`config.mk`:
```
export PLATFORM = sky130hd
export DESIGN_NAME = bcd_mmss_timer
export DESIGN_NICKNAME = d
export VERILOG_FILES = /design/src/rtl/bcd_mmss_timer.sv
export SDC_FILE = /design/constraint.sdc
export NUM_CORES = 1
export LEC_CHECK = 0
export ABC_AREA = 1
export BUFFER_PORTS_ARGS = -buffer_cell sky130_fd_sc_hd__clkbuf_2
export CAP_MARGIN = 10
export CORE_ASPECT_RATIO = 0.8
export CORE_UTILIZATION = 35
export CTS_BUF_LIST = sky130_fd_sc_hd__clkbuf_2
export DETAILED_ROUTE_END_ITERATION = 8
export PLACE_DENSITY = 0.61
export SYNTH_ARGS = -nofsm -noshare
export SYNTH_HDL_FRONTEND = slang
export SYNTH_SLANG_ARGS = --single-unit
```
`constraint.sdc`:
```
create_clock -name clk -period 3.45 [get_ports clk]
set_input_delay 0.1725 -clock clk [delete_from_list [all_inputs] [get_ports clk]]
set_output_delay 0.1725 -clock clk [all_outputs]
set_load 0.005 [all_outputs]
```
`src/rtl/bcd_mmss_timer.sv`:
```
// bcd_mmss_timer: mm:ss BCD up/down timer with load/start/pause; defining TIMER_BLINK_EN blanks num1..num4 in PAUSE/DONE while blink=1
module bcd_mmss_timer #(
  parameter int MAX_MIN = 59
) (
  input  logic       clk,
  input  logic       rst,
  input  logic       tick,
  input  logic       start,
  input  logic       pause,
  input  logic       load,
  input  logic       dir,
  input  logic [3:0] ld_min10,
  input  logic [3:0] ld_min1,
  input  logic [3:0] ld_sec10,
  input  logic [3:0] ld_sec1,
  input  logic       blink,
  output logic [3:0] num1,
  output logic [3:0] num2,
  output logic [3:0] num3,
  output logic [3:0] num4,
  output logic       running,
  output logic       done
);
  if (MAX_MIN < 0 || MAX_MIN > 99) begin : g_chk
    $error("MAX_MIN must be 0..99");
  end
  typedef enum logic [1:0] {IDLE, RUN, PAUSE, DONE} state_t;
  localparam logic [3:0] MX10 = 4'(MAX_MIN / 10);
  localparam logic [3:0] MX1 = 4'(MAX_MIN % 10);
  localparam logic [15:0] MAXV = {MX10, MX1, 4'd5, 4'd9};
  state_t st_q, st_d;
  logic dir_q, dir_d;
  logic [15:0] cnt_q, cnt_d, ld_v, up_v, dn_v, nxt_v;
  logic [3:0] m10, m1, s10, s1, c10, c1, cs10, cs1;
  logic cy1, cy2, cy3, bw1, bw2, bw3, hold, term, blank;
  assign {m10, m1, s10, s1} = cnt_q;
  always_comb begin
    c10 = ld_min10 > 4'd9 ? 4'd9 : ld_min10;
    c1 = ld_min1 > 4'd9 ? 4'd9 : ld_min1;
    cs10 = ld_sec10 > 4'd5 ? 4'd5 : ld_sec10;
    cs1 = ld_sec1 > 4'd9 ? 4'd9 : ld_sec1;
    ld_v = {c10, c1} > {MX10, MX1} ? MAXV : {c10, c1, cs10, cs1};
    cy1 = s1 == 4'd9;
    cy2 = cy1 && s10 == 4'd5;
    cy3 = cy2 && m1 == 4'd9;
    up_v = {cy3 ? m10 + 4'd1 : m10, cy2 ? (cy3 ? 4'd0 : m1 + 4'd1) : m1,
            cy1 ? (cy2 ? 4'd0 : s10 + 4'd1) : s10, cy1 ? 4'd0 : s1 + 4'd1};
    bw1 = s1 == 4'd0;
    bw2 = bw1 && s10 == 4'd0;
    bw3 = bw2 && m1 == 4'd0;
    dn_v = {bw3 ? m10 - 4'd1 : m10, bw2 ? (bw3 ? 4'd9 : m1 - 4'd1) : m1,
            bw1 ? (bw2 ? 4'd5 : s10 - 4'd1) : s10, bw1 ? 4'd9 : s1 - 4'd1};
    nxt_v = dir_q ? dn_v : up_v;
    hold = dir_q ? cnt_q == 16'h0 : cnt_q == MAXV;
    term = dir_q ? nxt_v == 16'h0 : nxt_v == MAXV;
    st_d = st_q;
    dir_d = dir_q;
    cnt_d = cnt_q;
    if (st_q != RUN && load) begin
      cnt_d = ld_v;
      st_d = st_q == DONE ? IDLE : st_q;
    end else if ((st_q == IDLE || st_q == DONE) && start) begin
      dir_d = dir;
      st_d = dir && cnt_q == 16'h0 ? DONE : RUN;
    end else if (st_q == RUN) begin
      cnt_d = tick && !hold ? nxt_v : cnt_q;
      st_d = tick && (hold || term) ? DONE : pause ? PAUSE : RUN;
    end else if (st_q == PAUSE && pause) begin
      st_d = RUN;
    end
  end
  always_ff @(posedge clk) begin
    if (!rst) begin
      st_q <= IDLE;
      dir_q <= 1'b0;
      cnt_q <= '0;
    end else begin
      st_q <= st_d;
      dir_q <= dir_d;
      cnt_q <= cnt_d;
    end
  end
`ifdef TIMER_BLINK_EN
  assign blank = blink && (st_q == PAUSE || st_q == DONE);
`else
  logic unused_blink;
  assign unused_blink = blink;
  assign blank = 1'b0;
`endif
  assign {num1, num2, num3, num4} = blank ? 16'hFFFF : cnt_q;
  assign running = st_q == RUN;
  assign done = st_q == DONE;
endmodule

```
# Word-level counts from Yosys, hierarchy flattened
# Cells that the tools add are included.
op_classes:
  bitwise: 1
  n_mux: 32
  eq_ne: 11
  n_reduce_logical: 25
  order_cmp: 5
  n_addsub: 8
op_table:
  columns: ["cell", "count"]
  rows:
  - ["two-way mux 16 bit", 6]
  - ["two-way mux 4 bit", 16]
  - ["== test 16 x 15 -> 1 bit, second input constant", 2]
  - ["logical NOT 16 bit", 2]
  - ["adder 4 x 1 -> 4 bit, second input constant", 4]
  - ["two-way mux 2 bit", 8]
  - ["subtractor 4 x 1 -> 4 bit, second input constant", 4]
  - ["greater-than comparator 4 bit, second input constant", 3]
  - ["logical NOT 4 bit", 3]
  - ["logical AND 1 bit", 10]
  - ["== test 4 bit, second input constant", 2]
  - ["greater-than comparator 8 x 7 -> 1 bit, second input constant", 1]
  - ["== test 2 bit, second input constant", 2]
  - ["== test 4 x 3 -> 1 bit, second input constant", 1]
  - ["greater-than comparator 4 x 3 -> 1 bit, second input constant", 1]
  - ["inequality test 2 bit, second input constant", 2]
  - ["AND reduction 2 bit", 2]
  - ["nonzero test 2 bit", 2]
  - ["nonzero test 4 bit", 1]
  - ["AND reduction 3 bit", 1]
  - ["== test 2 x 1 -> 1 bit, second input constant", 1]
  - ["logical NOT 2 bit", 1]
  - ["logical OR 1 bit", 2]
  - ["two-way mux 1 bit", 2]
  - ["3 further kinds", 3]
totals:
  ff_bits: 19
  inputBits: 24

# Depth between registers and ports, before layout
depth:
  ltp_word: 14
  mapped_depth: 19
  mapped_depth_nobuf: 19

# Least setup slack after synthesis
# Ideal clock, no wire load.
synth_path:
  kind: "flip-flop to flip-flop"
  start: "register cnt_q[4]"
  end: "register cnt_q[12]"
  setup_slack_ps: 1468
  path_stages_with_launch: 15
  required_ps: 3334
  arrival_time_ps: 1866
  setup_ps: 116
  synth_period_minus_slack_ps: 1982
  path_cell_list: "dfxtp_1 inv_1 ha_1 nand3_2 nor2_8 nand2_2 inv_2 nand3_1 o22ai_1 inv_2 nand3_2 nand2_2 buf_2 o211ai_1 inv_1"
synth_via:
  elab_chain_len: 9
  elab_cells_between_ends: 20
synth_lines:
  columns: ["element", "line", "rtl"]
  rows:
  - ["start: declaration", "33", "logic [15:0] cnt_q, cnt_d, ld_v, up_v, dn_v, nxt_v;"]
  - ["start signal: assignment", "80", "cnt_q <= cnt_d;"]
  - ["== test 4 x 3 -> 1 bit or logical NOT 4 bit (tied branches)", "44, 49", null]
  - ["logical AND 1 bit, on equally long branches", "44, 49", null]
  - ["logical AND 1 bit, on equally long branches", "45, 50", null]
  - ["two-way mux 4 bit, on equally long branches", "46, 51", null]
  - ["two-way mux 16 bit", "53", "nxt_v = dir_q ? dn_v : up_v;"]
  - ["two-way mux 16 bit", "66", "cnt_d = tick && !hold ? nxt_v : cnt_q;"]
  - ["two-way mux 16 bit", "65", "end else if (st_q == RUN) begin"]
  - ["two-way mux 16 bit", "62", "end else if ((st_q == IDLE || st_q == DONE) && start) begin"]
  - ["two-way mux 16 bit", "59", "if (st_q != RUN && load) begin"]
# Parallel ways exist; a longest one is shown, timed or not. The select of a mux whose other input is x is not followed.
# A chain may end at the register's enable or synchronous reset.

# Worst setup path after layout
layout_path:
  start: "register cnt_q[4]"
  end: "register cnt_q[7]"
layout_via:
  elab_chain_len: 9
  elab_cells_between_ends: 22
layout_lines:
  columns: ["element"]
  rows:
  - ["branches (longest 9 deep; another with adder 4 x 1 -> 4 bit)"]
# Several ways; the timed one is not identified. The select of a mux whose other input is x is not followed.

==> run_results.csv <==
group,metric,value,unit
clock_network,clockRootBuffer,"clkbuf_2",
global_route,grt_first_pass_wirelength,10450,um
timing,layout_min_cycle_time,2.527,ns
global_route,antenna_found_initial,0,
placement,dp_hpwl,4761,um
clock_network,cts.path.max_buffers,2,
global_route,met1_usage,27.99,%
logic_synthesis,yosys-top-cells-area,"nand2_1, dfxtp_1, nand3_1",
power_and_ir_drop,pwr-share-clk,9.8,%
logic_synthesis,postSynthAreaPerCell,6.017,um^2
critical_path,ff2ff_setup_slack,0.92,ns
global_route,grt_pass1_vias,2160,
drt,postRouteAntennaNets,0,
status,status,"finished clean",
power_and_ir_drop,ir_drop,0.2152,mV
logic_synthesis,postSynth.asyncResetShare,0,%
logic_synthesis,netlist_area,2208,um^2
drt,drt_wl_total,6106,um
placement,portBuffers,40,
clock_network,htree_levels,1,
clock_network,numClockSinks,19,
timing,clock_skew,0.01272,ns
timing,setup_viol,0,
global_route,overflow,0,
cells_and_area,syn2layout_area_growth,12.86,%
timing,rsz0062_at_grt,"false",
critical_path,cpPeakStageDelay,0.44,ns
logic_synthesis,synth-seq-cells,19,
power_and_ir_drop,pwr-share-seq,31.7,%
cells_and_area,instances_no_fill,483,
logic_synthesis,synth_cell_types,34,
drt,drc_errors,0,
timing,tns,0,ns
critical_path,crit_arrival,2.80,ns
placement,place.gp.congestion,0.8718,
global_route,grt_busiest_layer,"met2",
worst_hold_path,worstHoldPathType,"input pin to flop",
timing,max_slew_margin,58.39,%
logic_synthesis,synth_ff_type,"dfxtp_1",
critical_path,critPathKind,"flop to flop",
logic_synthesis,yosys.area.top_type,"nand2_1",
clock_network,clkLatencyLatePin,0.33,ns
clock_network,cts.clk_slew.worst_paths,0.20,ns
logic_synthesis,synth-warning-count,0,
floorplanning,ios,42,
power_and_ir_drop,power_switching,0.0005688,W
logic_synthesis,synth.most_common_cell,"nand2_1",
critical_path,cp-end-kind,"flop",
critical_path,cpMostUsedCell,"inv_2",
power_and_ir_drop,power.leakage,1.306,nW
clock_network,tritoncts,"yes",
cells_and_area,nNetsFinal,442,
logic_synthesis,synth_cells,367,
floorplanning,die_area,6633,um^2
critical_path,worstPathCellList,"inv_1, ha_1, nand3_2, nor2_8, nand2_2, inv_2, nand3_1, o22ai_1, inv_2, nand3_2, nand2_2, inv_2, nand2_1, a21oi_1",
drt,via_per_inst,5.062,
floorplanning,core,6006,um^2
drt,wl_per_cell,12.64,um
global_route,grt_util_met3,3.542,%
floorplanning,num_rows,25,
cells_and_area,drive_above_1_share,21.64,%
logic_synthesis,synth_top_area_share,17.85,%
clock_network,numCtsBuffers,3,
power_and_ir_drop,p_per_area,431.8,nW/um^2
cells_and_area,fill_cells,686,
drt,vias,2445,
timing,setup_ws,0.9234,ns
timing,fin_crit_sh,73.24,%
clock_network,cts_hold_buf,0,
critical_path,startpoint_type,"flop",
floorplanning,start_util,36.77,%
power_and_ir_drop,intPower,0.0005075,W
critical_path,slowest_stage,"dfxtp_1",
logic_synthesis,synth_nets,406,
drt,drtIter0Drc,218,
global_route,grt_max_degree,27,
critical_path,path_max_fanout,26,
timing,hold_violations,0,
floorplanning,chipWidth,90.81,um
global_route,met2_usage,30.39,%
placement,pre_cts_ws,0.9212,ns
floorplanning,die_y,73.05,um
critical_path,required,3.72,ns
timing,tightest_slew,0.6233,ns
clock_network,cts-resized-gates,0,
logic_synthesis,synth_edf_count,0,
logic_synthesis,synth_seq_area_share,17.22,%
flow_run,maxCapViolCount,0,
global_route,grtUsageTotal,19.31,%
timing,max_freq,395.8,MHz
clock_network,post-cts-setup-buffers,0,
logic_synthesis,synthTopCellsByCount,"nand2_1, nand3_1, inv_1",
power_and_ir_drop,p_sw_share,52.85,%
placement,numPlacedInstances,479,
drt,first_pass_iters,5,
timing,drv_slew,0,
power_and_ir_drop,p_comb_share,58.5,%
cells_and_area,diodes,0,
power groups by stage:
stage	logic [W]	clock network, W	registers (W)
2_1_floorplan	0.000491	0	0.000317
3_3_place_gp	0.000621	0	0.000347
3_5_place_dp	0.000625	0	0.000347
4_1_cts	0.000628	0.000107	0.000341
5_1_grt	0.000724	0.000119	0.000351
6_report	0.000630	0.000106	0.000341
layout make-up:
class | instances | area (um^2) | area share [%]
Tap cell | 81 | 101.3 | 4.066
Clock inverter | 1 | 5.005 | 0.2008
Sequential cell | 19 | 380.4 | 15.26
Timing Repair Buffer | 41 | 207.7 | 8.333
Multi-Input combinational cell | 288 | 1595 | 64.01
Clock buffer | 3 | 15.01 | 0.6024
Inverter | 50 | 187.7 | 7.530
routing by layer:
metal  share of wire (%)  vias to the layer above  routed length, um
met1                  52                     1096               3146
li1                    -                     1278                  -
met3                 6.0                        2                369
met5                   0                        -                  0
met2                  42                       69               2560
met4                0.47                        0                 29
worst paths after layout:
check	startpoint	to	cells past startpoint
max	cnt_q[4]	cnt_q[7]	14
min	ld_sec1[2]	cnt_q[2]	3
max reg2reg	cnt_q[4]	cnt_q[7]	14
min reg2reg	st_q[0]	st_q[0]	2
state kept, by name, indices dropped and copies added (netlist names):
register,cells
st_q,2
dir_q,1
cnt_q,16
placed cells by master (no fill, tap or decap), drive strengths merged:
master | Yosys | final
a211oi | 2 | 2
a21oi | 22 | 22
a31oi | 1 | 1
a32oi | 2 | 2
buf | 5 | 1
clkbuf | 5 | 43
clkinv | 2 | 3
dfxtp | 19 | 19
ha | 15 | 15
inv | 48 | 48
nand2 | 115 | 115
nand3 | 48 | 48
nand3b | 1 | 1
nand4 | 6 | 6
nor2 | 31 | 31
nor3 | 4 | 4
o211ai | 2 | 2
o21a | 1 | 1
o21ai | 27 | 27
o22ai | 4 | 4
o32ai | 2 | 2
or2 | 1 | 1
xnor2 | 1 | 1
xor2 | 3 | 3
cell families (layout without fill, tap and decap cells):
family	Yosys count	in the layout	synth area share [%]
AO/OA/AOI/OAI	63	63	15.81
XOR/XNOR	4	4	1.587
adder cells (fa/ha/maj)	15	15	8.499
buffers and inverters	60	95	10.54
flip-flops	19	19	17.22
AND/OR/NAND/NOR	206	206	46.35
worst max-delay path: cells and delay by family (launching register included):
family                     cells  cell delay [ns]
AOI/OAI and AO/OA              2             0.29
DFF                            1             0.44
adders and majority gates      1             0.19
and+or+nand+nor                7             0.94
buffers and inverters          4             0.59
through the flow:
stage	hold slack [ns]	power [W]	util, %	instance area, um^2
3_3_place_gp	0.4344	0.0009680	41.17	2472
2_1_floorplan	0.3108	0.0008076	-	2208
6_report	0.08835	0.001076	41.50	2492
5_1_grt	0.06251	0.001194	41.50	2492
3_5_place_dp	0.4418	0.0009718	41.17	2472
4_1_cts	0.08704	0.001076	41.50	2492
No activity file was read; power rests on OpenSTA's default activity.
